==> src/rtl/bin2dec_seq.sv <==
// Sequential binary-to-radix converter: repeated restoring division by RADIX,
// one quotient bit per clock, one output digit every WIDTH clocks.
module bin2dec_seq #(
    parameter int WIDTH  = 30,
    parameter int RADIX  = 10,
    parameter int DIGITS = 10
) (
    input  logic                                  clk,
    input  logic                                  rst_n,
    input  logic                                  in_valid,
    output logic                                  in_ready,
    input  logic [WIDTH-1:0]                      in_data,
    output logic                                  out_valid,
    input  logic                                  out_ready,
    output logic [DIGITS*$clog2(RADIX)-1:0]       out_digits,
    output logic                                  out_ovf,
    output logic                                  busy
);

    localparam int RW = $clog2(RADIX);
    localparam int CW = $clog2(WIDTH + 1);
    localparam int IW = $clog2(DIGITS + 1);
    localparam logic [RW:0] RADIX_T = (RW + 1)'(RADIX);

    typedef enum logic [1:0] {
        IDLE = 2'd0,
        DIV  = 2'd1,
        DONE = 2'd2
    } state_t;

    state_t                   r_state;
    logic [WIDTH-1:0]         r_dividend;
    logic [RW-1:0]            r_rem;
    logic [CW-1:0]            r_bitcnt;
    logic [IW-1:0]            r_idx;
    logic [DIGITS*RW-1:0]     r_digits;
    logic                     r_ovf;

    logic [RW:0]              w_t;
    logic                     w_q;
    logic [RW-1:0]            w_rem_next;
    logic [WIDTH-1:0]         w_div_next;

    // One restoring step: the remainder stays below RADIX, so it always fits in RW bits.
    assign w_t        = {r_rem, r_dividend[WIDTH-1]};
    assign w_q        = (w_t >= RADIX_T);
    assign w_rem_next = w_q ? RW'(w_t - RADIX_T) : w_t[RW-1:0];
    assign w_div_next = {r_dividend[WIDTH-2:0], w_q};

    always_ff @(posedge clk or negedge rst_n) begin
        if (!rst_n) begin
            r_state    <= IDLE;
            r_dividend <= '0;
            r_rem      <= '0;
            r_bitcnt   <= '0;
            r_idx      <= '0;
            r_digits   <= '0;
            r_ovf      <= 1'b0;
        end else begin
            case (r_state)
                IDLE: begin
                    if (in_valid) begin
                        r_dividend <= in_data;
                        r_rem      <= '0;
                        r_bitcnt   <= CW'(WIDTH - 1);
                        r_idx      <= '0;
                        r_digits   <= '0;
                        r_ovf      <= 1'b0;
                        r_state    <= DIV;
                    end
                end
                DIV: begin
                    r_dividend <= w_div_next;
                    // Last bit of a division: the remainder is the digit, the quotient feeds the next one.
                    if (r_bitcnt == '0) begin
                        r_digits[r_idx*RW +: RW] <= w_rem_next;
                        r_rem    <= '0;
                        r_bitcnt <= CW'(WIDTH - 1);
                        r_idx    <= r_idx + IW'(1);
                        if (r_idx == IW'(DIGITS - 1)) begin
                            r_ovf   <= |w_div_next;
                            r_state <= DONE;
                        end
                    end else begin
                        r_rem    <= w_rem_next;
                        r_bitcnt <= r_bitcnt - CW'(1);
                    end
                end
                DONE: begin
                    if (out_ready) begin
                        r_state <= IDLE;
                    end
                end
                default: r_state <= IDLE;
            endcase
        end
    end

    assign in_ready   = (r_state == IDLE);
    assign busy       = (r_state == DIV);
    assign out_valid  = (r_state == DONE);
    assign out_digits = r_digits;
    assign out_ovf    = r_ovf;

endmodule

==> config.mk <==
export PLATFORM = sky130hd
export DESIGN_NAME = bin2dec_seq
export DESIGN_NICKNAME = d
export VERILOG_FILES = /design/src/rtl/bin2dec_seq.sv
export SDC_FILE = /design/constraint.sdc
export NUM_CORES = 1
export LEC_CHECK = 0
export ABC_AREA = 1
export CAP_MARGIN = 25
export CORE_ASPECT_RATIO = 1.5
export CORE_MARGIN = 3
export CORE_UTILIZATION = 65
export CTS_CLUSTER_DIAMETER = 200
export CTS_CLUSTER_SIZE = 14
export DETAILED_ROUTE_END_ITERATION = 8
export DONT_BUFFER_PORTS = 1
export GPL_ROUTABILITY_DRIVEN = 0
export PLACE_DENSITY = 0.81
export SLEW_MARGIN = 30
export SYNTH_ARGS = -nofsm -noshare
export SYNTH_HDL_FRONTEND = slang
export SYNTH_SLANG_ARGS = --single-unit
==> constraint.sdc <==
create_clock -name clk -period 3.25 [get_ports clk]
set_input_delay 0.8125 -clock clk [delete_from_list [all_inputs] [get_ports clk]]
set_output_delay 0.8125 -clock clk [all_outputs]
set_load 0.05 [all_outputs]
==> impl_metrics.csv <==
group,metric,value,unit
global_routing,overflow,0,
final_layout,area_growth,4.551,%
global_routing,grt_pass1_wl,16110,µm
logic_synthesis,synth_edf_count,0,
logic_synthesis,ys_ff_latch,86,
final_layout,final_nets,580,
setup_path,cp.required,3510,ps
final_layout,fin_cells,617,
final_layout,nFillCells,504,
logic_synthesis,synth-adder-area-share,2.576,%
floorplan,die_area,7766,µm²
placed_design,dp.cells,602,
clock_network,cts_tree,"built",
global_routing,antenna_found_initial,0,
floorplan,core-area,6531,µm²
global_routing,grt_pass1_vias,3569,
timing,skew,8.649,ps
routing,drt-wirelength-per-cell,15.75,µm
clock_network,numCtsBuffers,9,
floorplan,die_h,106.4,µm
global_routing,grt_max_degree,87,
clock_network,cts_buffer_depth,2,
logic_synthesis,netlist_area,4372,µm²
routing,viasPerCell,5.840,
floorplan,die-width,72.96,µm
logic_synthesis,synth_warnings,0,
setup_path,cp-start-kind,"flop",
logic_synthesis,synth-async-reset-ratio,100.0,%
setup_path,crit_slowest_cell,"dfrtp_1",
floorplan,row_count,36,
floorplan,start_util,66.93,%
logic_synthesis,synth_top_family_by_area,"simple AND/OR/NAND/NOR gates",
status,outcome,"finished clean",
logic_synthesis,synthTopCellsByArea,"dfrtp_1 (49%), nand2_1 (9.2%), o21ai_0 (6.4%)",
timing,worst_pin_slew,549.8,ps
timing,period_minus_slack,2361,ps
routing,drtPass1Iterations,5,
final_layout,final_area,4571,µm²
timing,final-setup-viol-count,0,
clock_network,postCtsSetupBuffers,0,
logic_synthesis,avgSynthCellArea,8.081,µm²
clock_network,cts.sinks,86,
timing,drv_slew,0,
logic_synthesis,synth_xor_area_share,0.4007,%
timing,holdWs,138.8,ps
placed_design,dp_slack,890.7,ps
setup_path,cp_num_cells,6,
final_layout,final_common_cell,"nand2_1",
setup_path,critPathKind,"flop to flop",
routing,drc_errors,0,
timing,finalCritPeriodShare,72.63,%
clock_network,cts_root_buf,"clkbuf_8",
setup_path,end_kind,"flop",
clock_network,path_clk_slew,80,ps
clock_network,ctsResizeCount,0,
final_layout,finish.utilization,69.98,%
logic_synthesis,synthMuxAreaShare,0,%
timing,timing.setup.tns,0,ps
hold_path,hold_class,"input port to async pin",
power_and_ir_drop,power.total,4.432,mW
placed_design,postPlaceCellArea,4388,µm²
routing,drtIter0Drc,231,
logic_synthesis,synth_compound_area_share,15.03,%
logic_synthesis,syn_nets,584,
setup_path,critPathBufInv,2,
routing,wl,9716,µm
clock_network,insertion_delay,360,ps
timing,max_slew_margin,63.26,%
placed_design,dpl.hpwl,7043,µm
final_layout,drive_gt1_share,8.503,%
logic_synthesis,synth_seq_area_share,49.23,%
setup_path,slowest_delay,640,ps
logic_synthesis,synth_top_area_share,49.23,%
run,max_cap_viol_count,0,
timing,finalHoldViolCount,0,
setup_path,crit_chain,"inv_2 -> ha_1 -> inv_1 -> nor3_1 -> nand2_1 -> o31ai_1",
routing,antenna_left,0,
power_and_ir_drop,powerDensity,969.8,nW/µm²
clock_network,hold_buffers,0,
timing,clock.fmax,423.6,MHz
logic_synthesis,ys_dominant_reg_cell,"dfrtp_1",
timing,rsz0062_at_grt,"false",
power_and_ir_drop,vdd_ir_drop_max,0.0004347,V
final_layout,num_antenna_cells,0,
routing,num_vias,3603,
setup_path,crit_path_max_fanout,14,
logic_synthesis,ys_types,29,
setup_path,cp_top_family,"flip-flops",
logic_synthesis,synth_area_leader_cell,"dfrtp_1",
final_layout,final_cell_mix,"nand2_1 (107), dfrtp_1 (86), inv_1 (61)",
floorplan,io_pins,78,
clock_network,h-tree-depth,3,
logic_synthesis,yosys.area_share.simple,24.27,%
setup_path,reg2reg_depth,6,
setup_path,arrival,2620,ps
logic_synthesis,netlist_instances,541,
global_routing,globalRouteTotalUtil,27.03,%
timing,layout_setup_ws,889.5,ps
placed_design,io_buffers,0,
power_and_ir_drop,leakagePower,2.269,nW
[per-layer routing]
metal	routed length, µm	up-vias	track usage, %
met3	513	27	6.623
met4	320	0	14.91
met1	3895	1678	31.03
li1	-	1784	-
met2	4986	114	45.16
met5	0	-	0
[synthesized netlist by cell type (2+ instances only)]
library cell / number
nand2_1: 107
dfrtp_1: 86
inv_1: 61
o21ai_0: 56
nand3_1: 44
nor2_1: 41
a21oi_1: 25
o21ai_1: 21
nand4_1: 16
o22ai_1: 13
ha_1: 9
inv_2: 9
clkbuf_1: 8
nor3_1: 7
buf_2: 6
nand2_2: 5
buf_6: 4
nor3_2: 4
nor2_2: 3
o31ai_1: 3
nand2_4: 2
nand3_2: 2
o21ai_2: 2
xor2_1: 2
[cells by family after synthesis]
logic type               after synthesis
AO/OA/AOI/OAI                        122
XOR/XNOR                               2
adder cells (fa/ha/maj)                9
buffers and inverters                 89
flip-flops                            86
AND/OR/NAND/NOR                      233
[where the power goes]
group | internal (mW) | switching (mW)
combinational | 0.495 | 1.08
sequential | 1.44 | 0.690
clock | 0.374 | 0.357
[cell type report]
class	count	area (µm²)	area share, %
tap	76	95.09	2.080
multi-input combinational	366	1848	40.43
timing repair buffer	4	30.03	0.6570
clock inverter	1	30.03	0.6570
clock buffer	14	152.6	3.340
sequential	86	2152	47.08
inverter	70	262.8	5.749
[final timing paths]
check | startpoint | end | slack (ps)
max | r_idx[0]$_DFFE_PN0P_ | out_digits[36]$_DFFE_PN0P_ | 890
min in group clk | r_bitcnt[4]$_DFFE_PN0P_ | r_bitcnt[4]$_DFFE_PN0P_ | 510
max reg2reg | r_idx[0]$_DFFE_PN0P_ | out_digits[36]$_DFFE_PN0P_ | 890
min | rst_n | out_digits[23]$_DFFE_PN0P_ | 140
min reg2reg | r_bitcnt[4]$_DFFE_PN0P_ | r_bitcnt[4]$_DFFE_PN0P_ | 510
max in group asynchronous | rst_n | r_dividend[3]$_DFFE_PN0P_ | 2990
[sequential cells by signal, indices dropped and copies added (netlist names)]
signal and count:
r_rem 4, out_ovf 1, r_bitcnt 5, r_idx 4
r_state 2, out_digits 40, r_dividend 30
No activity file was read; power rests on OpenSTA's default activity.
